### src/rtl/plic_target_arbiter_pkg.sv
// Shared types and defaults for the per-target PLIC core: gateway state
// encodings, the reserved "no interrupt" ID and default widths.
package plic_target_arbiter_pkg;

    localparam int DEFAULT_NUM_SOURCES = 8;
    localparam int DEFAULT_PRIO_WIDTH  = 3;
    localparam int DEFAULT_ID_WIDTH    = 4;

    localparam int PLIC_NO_IRQ_ID = 0;

    typedef enum logic [1:0] {
        GW_IDLE    = 2'd0,
        GW_PENDING = 2'd1,
        GW_CLAIMED = 2'd2
    } gw_state_e;

endpackage

### src/rtl/plic_gateway_fsm.sv
// Per-source interrupt gateway: latches a level request as PENDING, holds it
// CLAIMED while the hart services it, and returns to IDLE on completion.
module plic_gateway_fsm
    import plic_target_arbiter_pkg::*;
(
    input  logic      clk_i,
    input  logic      rst_i,
    input  logic      signal_i,
    input  logic      claim_hit_i,
    input  logic      complete_hit_i,
    output gw_state_e state_o
);

    gw_state_e state_q, state_d;

    always_comb begin
        // NOTE: default first so every path assigns state_d and no latch is inferred.
        state_d = state_q;
        case (state_q)
            GW_IDLE:    if (signal_i)       state_d = GW_PENDING;
            GW_PENDING: if (claim_hit_i)    state_d = GW_CLAIMED;
            GW_CLAIMED: if (complete_hit_i) state_d = GW_IDLE;
            default:                        state_d = GW_IDLE;
        endcase
    end

    // NOTE: non-blocking assignment for flops so all state updates see pre-edge values.
    always_ff @(posedge clk_i) begin
        if (rst_i) state_q <= GW_IDLE;
        else       state_q <= state_d;
    end

    assign state_o = state_q;

endmodule

### src/rtl/plic_target_arbiter.sv
// Per-target PLIC core: source gateways, priority/threshold arbitration,
// external-interrupt line and the claim/complete handshake.
module plic_target_arbiter
    import plic_target_arbiter_pkg::*;
#(
    parameter int NUM_SOURCES = DEFAULT_NUM_SOURCES,
    parameter int PRIO_WIDTH  = DEFAULT_PRIO_WIDTH,
    parameter int ID_WIDTH    = DEFAULT_ID_WIDTH
) (
    input  logic                              clk_i,
    input  logic                              rst_i,
    input  logic [NUM_SOURCES-1:0]            source_signal_i,
    input  logic [NUM_SOURCES*PRIO_WIDTH-1:0] source_priority_i,
    input  logic [PRIO_WIDTH-1:0]             target_threshold_i,
    input  logic                              claim_i,
    input  logic                              complete_i,
    input  logic [ID_WIDTH-1:0]               complete_id_i,
    output logic                              claim_valid_o,
    output logic [ID_WIDTH-1:0]               claim_id_o,
    output logic                              target_eip_o
);

    gw_state_e             gw_state [NUM_SOURCES];
    logic [PRIO_WIDTH-1:0] prio     [NUM_SOURCES];
    logic [NUM_SOURCES-1:0] pending, claim_hit, complete_hit;

    logic [ID_WIDTH-1:0]   best_id_q,   best_id_d;
    logic [PRIO_WIDTH-1:0] best_prio_q, best_prio_d;
    logic                  eip_q,       eip_d;
    logic                  claim_valid_q, claim_valid_d;
    logic [ID_WIDTH-1:0]   claim_id_q,  claim_id_d;
    logic                  best_still_pending, claim_accept;

    for (genvar k = 0; k < NUM_SOURCES; k++) begin : g_src
        assign prio[k]    = source_priority_i[k*PRIO_WIDTH +: PRIO_WIDTH];
        assign pending[k] = (gw_state[k] == GW_PENDING);

        plic_gateway_fsm u_gateway (
            .clk_i          (clk_i),
            .rst_i          (rst_i),
            .signal_i       (source_signal_i[k]),
            .claim_hit_i    (claim_hit[k]),
            .complete_hit_i (complete_hit[k]),
            .state_o        (gw_state[k])
        );
    end

    // Ascending scan with strict '>' so equal priorities resolve to the lowest ID.
    always_comb begin
        best_id_d   = ID_WIDTH'(PLIC_NO_IRQ_ID);
        best_prio_d = '0;
        for (int k = 0; k < NUM_SOURCES; k++) begin
            if (pending[k] && (prio[k] != '0) && (prio[k] > best_prio_d)) begin
                best_prio_d = prio[k];
                best_id_d   = ID_WIDTH'(k + 1);
            end
        end
    end

    // A registered winner that already left PENDING (back-to-back claim) is refused.
    always_comb begin
        best_still_pending = 1'b0;
        for (int k = 0; k < NUM_SOURCES; k++) begin
            if ((best_id_q == ID_WIDTH'(k + 1)) && pending[k]) best_still_pending = 1'b1;
        end
        claim_accept = claim_i && best_still_pending && (best_prio_q > target_threshold_i);

        claim_hit    = '0;
        complete_hit = '0;
        for (int k = 0; k < NUM_SOURCES; k++) begin
            claim_hit[k]    = claim_accept && (best_id_q == ID_WIDTH'(k + 1));
            complete_hit[k] = complete_i && (complete_id_i == ID_WIDTH'(k + 1));
        end

        claim_valid_d = claim_i;
        claim_id_d    = claim_id_q;
        if (claim_i) claim_id_d = claim_accept ? best_id_q : ID_WIDTH'(PLIC_NO_IRQ_ID);

        // The live arbitration term drops EIP as soon as the claimed source leaves PENDING.
        eip_d = (best_prio_q > target_threshold_i) && (best_prio_d > target_threshold_i);
    end

    always_ff @(posedge clk_i) begin
        if (rst_i) begin
            best_id_q     <= '0;
            best_prio_q   <= '0;
            eip_q         <= 1'b0;
            claim_valid_q <= 1'b0;
            claim_id_q    <= '0;
        end else begin
            best_id_q     <= best_id_d;
            best_prio_q   <= best_prio_d;
            eip_q         <= eip_d;
            claim_valid_q <= claim_valid_d;
            claim_id_q    <= claim_id_d;
        end
    end

    assign claim_valid_o = claim_valid_q;
    assign claim_id_o    = claim_id_q;
    assign target_eip_o  = eip_q;

endmodule

### config.mk
export PLATFORM = sky130hd
export DESIGN_NAME = plic_target_arbiter
export DESIGN_NICKNAME = d
export VERILOG_FILES = /design/src/rtl/plic_target_arbiter_pkg.sv /design/src/rtl/plic_gateway_fsm.sv /design/src/rtl/plic_target_arbiter.sv
export SDC_FILE = /design/constraint.sdc
export NUM_CORES = 1
export LEC_CHECK = 0
export BUFFER_PORTS_ARGS = -buffer_cell sky130_fd_sc_hd__buf_2
export CAP_MARGIN = 20
export CORE_MARGIN = 2
export CORE_UTILIZATION = 50
export DETAILED_ROUTE_END_ITERATION = 7
export GPL_TIMING_DRIVEN = 1
export PLACE_DENSITY = 0.73
export SETUP_SLACK_MARGIN = 0.5
export SLEW_MARGIN = 10
export SYNTH_ARGS = -nofsm -noshare
export SYNTH_HDL_FRONTEND = slang
export SYNTH_HIERARCHICAL = 1
export SYNTH_SLANG_ARGS = --single-unit
export TNS_END_PERCENT = 100
### constraint.sdc
create_clock -name clk_i -period 13.7 [get_ports clk_i]
set_clock_uncertainty 0.1 [all_clocks]
set_input_delay 0 -clock clk_i [delete_from_list [all_inputs] [get_ports clk_i]]
set_output_delay 0 -clock clk_i [all_outputs]
set_load 0.02 [all_outputs]
==> impl_results.md, run 1 <==
* Status: finished clean
* Final WL at 6145 um
* Nets at 451
* Dpl cells at 442
* Share of the synthesized area in the top cell type at 0.2235
* Die area at 0.005787 sq mm
* Largest net degree at the start of global routing at 27
* Avg WL per Cell at 13.30 um
* Net Sw Power at 103.4 uW
* 1st-pass router iterations at 4
* Post-synthesis cell type count at 65
* Row cnt at 26
* Root Driver: clkbuf_8
* Post-layout util at 0.6169
* TritonCTS clock tree: built
* Setup bufs post-CTS at 0
* Fmax at 83.17 MHz
* Layout Cells excl Fill at 462
* Sequential share of power at 0.338
* Clock Latency Late Sink at 280 ps
* Cells after Synth at 330
* Post-synth ARST share at 0
* Pins over their slew limit at 0
* Final hold viol count at 0
* Tcrit/Tclk final at 0.8776
* H-tree levels at 2
* GRT overflow at 0
* Longest Clk Path Bufs at 2
* Initial drt markers at 118
* RSZ-0062 raised after global routing: false
* Yosys reg bits at 29
* Max Cap Viol at 0
* I/O Buffers at 48
* GRT Overall Usage at 0.2169
* Net Sw Frac at 0.3502
* Vias in the first global route at 2454
* Ratio of cells with drive above 1 in the final layout at 0.2092
* Register area share after synthesis at 0.2235
* WS Path Type: flip-flop to flip-flop
* EDFF count, synth at 0
* Type of the worst min-delay path: input pin to flip-flop
* Post-DRT Antenna Nets at 0
* Critical Path Start Type: flip-flop
* First-pass GRT wire length at 10580 um
* Starting Density at 0.5118
* Critical Path Fanout Max at 8
* Synth top cells by count: 36 x nor2_1, 29 x dfxtp_1, 24 x nand2_1, 24 x nand2b_1, 21 x a21oi_1
* Power share of the combinational group at 0.405
* Synth Cell Area at 0.002597 sq mm
* CP required at 13760 ps
* Slowest stage delay, CP at 540 ps
* Final Critical Period at 12020 ps
* Most common cell on crit path: nor2_1
* Max-slew headroom at 0.4628
* Worst-path clk slew at 60 ps
* Syn-to-layout area delta at 20.52%
* DIE WIDTH at 76.08 um
* Ys flop type: dfxtp_1
* Nature of the critical path endpoint: flip-flop
* CP max stage cell: dlygate4sd3_1
* VDD IR-drop max at 0.00003703 V
* Core box area at 0.005075 sq mm
* Placer's final routability congestion estimate at 0.8507
* # diodes at 0
* DP Wirelength at 4877 um
* Slew @ Worst Pin at 795.8 ps
* Final setup fails at 0
* Pint at 191.8 uW
* Vias at 2591
* CP Buf/Inv Count at 2
* Setup TNS at 0 ps
* Largest area contributor in the netlist: dfxtp_1
* I/O pin cnt at 49
* Clock share of power at 0.257
* Cell Pwr Density at 94.27 mW/mm^2
* Leakage at 1.335 nW
* Vias per inst at 5.608
* Total clock buffers created by CTS at 5
* Die height at 76.08 um
* CP delay by family, top: compound AO/OA/AOI/OAI gates
* Main area contributors after synthesis: dfxtp_1 22%, ha_1 8.2%, nand2b_1 5.8%
* Initial antenna violation count at 0
* Post-Syn Nets at 390
* Critical path data arrival time at 12090 ps
* Yosys Warn Count at 6
* CTS Sinks at 29
* Drt drc at 0
* Most frequent cell after synthesis: nor2_1
* Syn avg cell area at 7.871 sq um
-- per-layer routing --
metal  share of wire  up-vias  GRT usage
met5               0        -          0
met4           0.020        0    0.06909
met3           0.037       15    0.04384
met2            0.48       62     0.3759
met1            0.47     1170     0.2706
li1                -     1344          -
-- placed cells by master (no fill, tap or decap), types with 2 or more instances in the layout --
cell           instances
or3b_1                 8
nand3b_1              10
mux2i_1                2
clkbuf_8               7
o311ai_0               2
o21a_1                 4
a211oi_1               9
nor2_1                36
nor4_1                 3
a21boi_0               3
o21bai_1               2
or2_2                  3
and2_1                 8
nand2b_1              24
nor3b_1                2
ha_1                  17
and3_1                 4
mux2_2                 3
a22oi_1                3
dlygate4sd3_1         12
o2111a_1               3
nor2b_1               11
a221oi_1               2
buf_2                 48
o21ai_0                9
a21o_1                 3
nand2_1               24
inv_1                 18
dfxtp_1               29
a21oi_1               21
nor3_2                 2
or3_1                  3
nand3_1                5
a31oi_1                4
nor3_1                12
o211a_1                3
-- path summary, 6_finish.rpt --
check                                   to  slack (ps)  depth (start not counted)                          start
max                         best_prio_q[0]        1680                         52  g_src[0].u_gateway/state_o[0]
min                         best_prio_q[1]          30                          3          source_priority_i[19]
max reg2reg                 best_prio_q[0]        1680                         52  g_src[0].u_gateway/state_o[0]
min reg2reg  g_src[6].u_gateway/state_o[0]         360                          1  g_src[6].u_gateway/state_o[1]
-- power groups by stage --
stage	Clock (mW)	Sequential (mW)	Combinational (mW)
3_3_place_gp	0	0.101	0.111
4_1_cts	0.0776	0.0994	0.118
5_1_grt	0.0814	0.101	0.136
2_1_floorplan	0	0.0973	0.0891
3_5_place_dp	0	0.101	0.114
6_report	0.0759	0.0996	0.120
-- cell type report --
class | instances | area (sq um)
multi-input cells | 277 | 1933
clock inverters | 1 | 5.005
inverters | 18 | 67.56
clock buffers | 7 | 96.34
fillers | 477 | 1944
repair buffers | 60 | 360.3
well taps | 70 | 87.58
flip-flops and latches | 29 | 580.6
-- repair_timing --
action / CTS / global route
setup endpoints to repair: 0 / 2
hold endpoints to repair: 12 / 0
gates resized for setup: 0 / 1
hold buffers: 12 / 0
-- cells by family (layout without fill, tap and decap cells) --
family / count (synthesis) / in the layout / share of synthesized area
adder cells (fa/ha/maj): 18 / 18 / 0.08574
buffers and inverters: 24 / 86 / 0.03468
multiplexers: 6 / 6 / 0.02649
flip-flops: 29 / 29 / 0.2235
AO/OA/AOI/OAI: 93 / 93 / 0.2861
AND/OR/NAND/NOR: 160 / 160 / 0.3435
-- registers in the layout, summed over array words and instances (netlist names) --
name                     count
claim_valid_o                1
g_src.u_gateway/state_o     16
best_prio_q                  3
target_eip_o                 1
claim_id_o                   4
best_id_q                    4
-- tightest hold or removal path: stages --
cell and delay (ps):
buf_2 110, a221oi_1 100, nor3_1 140
-- through the flow --
| step | area [sq um] | power [mW] | hold WS [ps] | setup slack, ps |
|---|---|---|---|---|
| after floorplan | 2597 | 0.1864 | -30.93 | 3023 |
| after global placement | 2903 | 0.2115 | 169.5 | 1837 |
| after detailed placement | 2903 | 0.2154 | 170.5 | 1580 |
| after CTS | 3124 | 0.2951 | 25.23 | 1481 |
| after global routing | 3131 | 0.3181 | 67.05 | 671.0 |
| final | 3131 | 0.2951 | 31.57 | 1676 |
(Power assumes the default switching activity.)
==> run 2: changes to the inputs <==
--- a/config.mk
+++ b/config.mk
@@ -8,14 +8,13 @@
 export BUFFER_PORTS_ARGS = -buffer_cell sky130_fd_sc_hd__buf_2
 export CAP_MARGIN = 20
 export CORE_MARGIN = 2
-export CORE_UTILIZATION = 50
+export CORE_UTILIZATION = 54
 export DETAILED_ROUTE_END_ITERATION = 7
 export GPL_TIMING_DRIVEN = 1
-export PLACE_DENSITY = 0.73
+export PLACE_DENSITY = 0.78
 export SETUP_SLACK_MARGIN = 0.5
 export SLEW_MARGIN = 10
 export SYNTH_ARGS = -nofsm -noshare
 export SYNTH_HDL_FRONTEND = slang
-export SYNTH_HIERARCHICAL = 1
 export SYNTH_SLANG_ARGS = --single-unit
 export TNS_END_PERCENT = 100
==> impl_results.md, run 2 <==
* Synth Cell Area at 0.002601 sq mm (was 0.002597 sq mm)
* Mux cell area share after synthesis at 0.01635 (was 0.02649)
* Ys flop type: dfxtp_1 (unchanged)
* Most frequent cell after synthesis: nor2_1 (unchanged)
* VDD IR-drop max at 0.00006985 V (was 0.00003703 V)
* H-tree levels at 2 (unchanged)
* GRT overflow at 0 (unchanged)
* CP required at 13780 ps (was 13760 ps)
* CP max stage cell: a2111o_1 (was dlygate4sd3_1)
* Total power at 294.1 uW (was 295.1 uW)
* Slowest stage delay, CP at 460 ps (was 540 ps)
* Clock Latency Late Sink at 290 ps (was 280 ps)
* Vias per inst at 6.130 (was 5.608)
* XOR/XNOR Fraction of Synth Area at 0 (unchanged)
* Most common cell on crit path: ha_1 (was nor2_1)
* GRT Overall Usage at 0.2561 (was 0.2169)
* CP Buf/Inv Count at 4 (was 2)
* Nature of the critical path endpoint: flip-flop (unchanged)
* Starting Density at 0.5544 (was 0.5118)
* Critical Path Fanout Max at 13 (was 8)
* Main area contributors after synthesis: dfxtp_1 22%, ha_1 8.2%, nor2_1 4.9% (was dfxtp_1 22%, ha_1 8.2%, nand2b_1 5.8%)
* Post-synth ARST share at 0 (unchanged)
* Post-synthesis cell type count at 76 (was 65)
* Pins over their slew limit at 0 (unchanged)
* CP delay by family, top: simple AND/OR/NAND/NOR gates (was compound AO/OA/AOI/OAI gates)
* Yosys reg bits at 29 (unchanged)
* Initial antenna violation count at 0 (unchanged)
* Commonest non-fill, non-tap cell in the layout: buf_2 (unchanged)
* RSZ-0062 raised after global routing: false (unchanged)
* Max reg flops at 16 (unchanged)
* Core box area at 0.004692 sq mm (was 0.005075 sq mm)
* Die area at 0.005388 sq mm (was 0.005787 sq mm)
* Cells after Synth at 331 (was 330)
* Fmax at 82.18 MHz (was 83.17 MHz)
* Critical path data arrival time at 12250 ps (was 12090 ps)
* Tcrit/Tclk final at 0.8882 (was 0.8776)
* Avg WL per Cell at 14.92 um (was 13.30 um)
* Reg area at 580.6 sq um (unchanged)
* Multi-input gate area at 0.001867 sq mm (was 0.001933 sq mm)
* Max-slew headroom at 0.3950 (was 0.4628)
* Share of the synthesized area in the top cell type at 0.2232 (was 0.2235)
* Status: finished clean (unchanged)
* Cell Pwr Density at 97.33 mW/mm^2 (was 94.27 mW/mm^2)
* Simple-gate share of the synthesized area at 0.2915 (was 0.3434)
* Largest family of logic cells by synthesized area: compound AO/OA/AOI/OAI gates (was simple AND/OR/NAND/NOR gates)
* I/O pin cnt at 49 (unchanged)
* Placer's final routability congestion estimate at 0.8836 (was 0.8507)
* Register area share after synthesis at 0.2232 (was 0.2235)
* CTS Sinks at 29 (unchanged)
* Final WL at 6550 um (was 6145 um)
* Total clock buffers created by CTS at 5 (unchanged)
* Longest Clk Path Bufs at 2 (unchanged)
* Post-Synth Adder-Cell Area at 0.09428 (was 0.08574)
* Hold_ws at 45.07 ps (was 31.57 ps)
* DP Wirelength at 4951 um (was 4877 um)
* Max Cap Viol at 0 (unchanged)
* Setup TNS at 0 ps (unchanged)
* Nets at 444 (was 451)
* Yosys Warn Count at 0 (was 6)
* Ratio of cells with drive above 1 in the final layout at 0.2182 (was 0.2092)
* WS Path Type: flip-flop to flip-flop (unchanged)
* Dpl cells at 422 (was 442)
* Post-layout util at 0.6440 (was 0.6169)
* Final Critical Period at 12170 ps (was 12020 ps)
* EDFF count, synth at 0 (unchanged)
* Worst-path clk slew at 70 ps (was 60 ps)
* Commonest non-fill, non-tap cells in the layout: 48 x buf_2, 33 x nor2_1, 29 x dfxtp_1 (was 48 x buf_2, 36 x nor2_1, 29 x dfxtp_1)
* Drt drc at 0 (unchanged)
* DIE WIDTH at 73.41 um (was 76.08 um)
* TritonCTS clock tree: built (unchanged)
* Initial drt markers at 213 (was 118)
* Post-DRT Antenna Nets at 0 (unchanged)
* Area fraction in compound gates after synthesis at 0.3093 (was 0.2861)
* Root Driver: clkbuf_8 (unchanged)
* Vias in the first global route at 2466 (was 2454)
* 1st-pass router iterations at 5 (was 4)
* Die height at 73.41 um (was 76.08 um)
* I/O Buffers at 48 (unchanged)
* First-pass GRT wire length at 10900 um (was 10580 um)
* Final setup fails at 0 (unchanged)
* Synth top cells by count: 34 x nor2_1, 29 x dfxtp_1, 28 x nand2_1 (was 36 x nor2_1, 29 x dfxtp_1, 24 x nand2_1, 24 x nand2b_1, 21 x a21oi_1)
* Syn avg cell area at 7.859 sq um (was 7.871 sq um)
* Leakage at 1.274 nW (was 1.335 nW)
* Post-Syn Nets at 391 (was 390)
* Fill cell count at 411 (was 477)
* Largest net degree at the start of global routing at 30 (was 27)
* Syn-to-layout area delta at 16.16% (was 20.52%)
* Largest area contributor in the netlist: dfxtp_1 (unchanged)
* Slew @ Worst Pin at 907.5 ps (was 795.8 ps)
* Row cnt at 25 (was 26)
* Layout Cells excl Fill at 439 (was 462)
* Critical Path Start Type: flip-flop (unchanged)
* # diodes at 0 (unchanged)
* Vias at 2691 (was 2591)
* Type of the worst min-delay path: input pin to flip-flop (unchanged)
* Final hold viol count at 0 (unchanged)
run 2: metrics by stage:
step | area [sq um] | setup slack [ps]
CTS | 3005 | 1279
detailed placement | 2833 | 1379
finish | 3022 | 1532
global placement | 2833 | 1582
floorplan | 2601 | 2521
global route | 3022 | 579.8
run 2: timing repair:
item / CTS / global route
setup endpoints to repair: 0 / 1
resized for setup: 0 / 3
hold buffers: 9 / 0
endpoints found under the hold margin: 13 / 0
setup buffers: 0 / 0
run 2: layout make-up:
type,count,share of cell area
Timing Repair Buffer,57,0.1093
Sequential cell,29,0.1921
Multi-Input combinational cell,266,0.6178
Tap cell,54,0.02236
Clock inverter,2,0.003313
Inverter,25,0.03106
Clock buffer,6,0.02402
run 2: layer usage:
layer	routed length, um	vias to the layer above	GRT usage
li1	-	1337	-
met5	0	-	0
met4	127	0	0.09293
met3	288	12	0.04252
met2	3110	80	0.4284
met1	3023	1262	0.3314
run 2: kinds of logic (layout without fill, tap and decap cells):
logic type | after synthesis | after routing
multiplexers | 4 | 4
AND/OR/NAND/NOR | 139 | 139
AO/OA/AOI/OAI | 103 | 103
buffers and inverters | 36 | 90
flip-flops | 29 | 29
adder cells (fa/ha/maj) | 20 | 20
run 2: power breakdown:
group	total, mW	leakage, nW	switching (mW)	internal (mW)
logic	0.127	0.991	0.0714	0.0560
clock network	0.0680	0.0450	0.0329	0.0351
registers	0.0987	0.238	0.00754	0.0912
run 2: worst reg2reg max path: cells and delay by family (launching register included):
family,cells,cell delay [ps]
DFF,1,370
AOI/OAI and AO/OA,17,3470
and+or+nand+nor,21,4300
buffers and inverters,4,410
muxes,3,960
adders and majority gates,9,2480
run 2: path summary, 6_finish.rpt:
check                                       end  slack (ps)  depth (start not counted)                           from
hold reg to reg   g_src[7].u_gateway.state_o[0]         370                          1  g_src[7].u_gateway.state_o[1]
hold / removal                   best_prio_q[1]          50                          3          source_priority_i[22]
setup / recovery                   target_eip_o        1530                         54  g_src[0].u_gateway.state_o[1]
setup reg to reg                   target_eip_o        1530                         54  g_src[0].u_gateway.state_o[1]
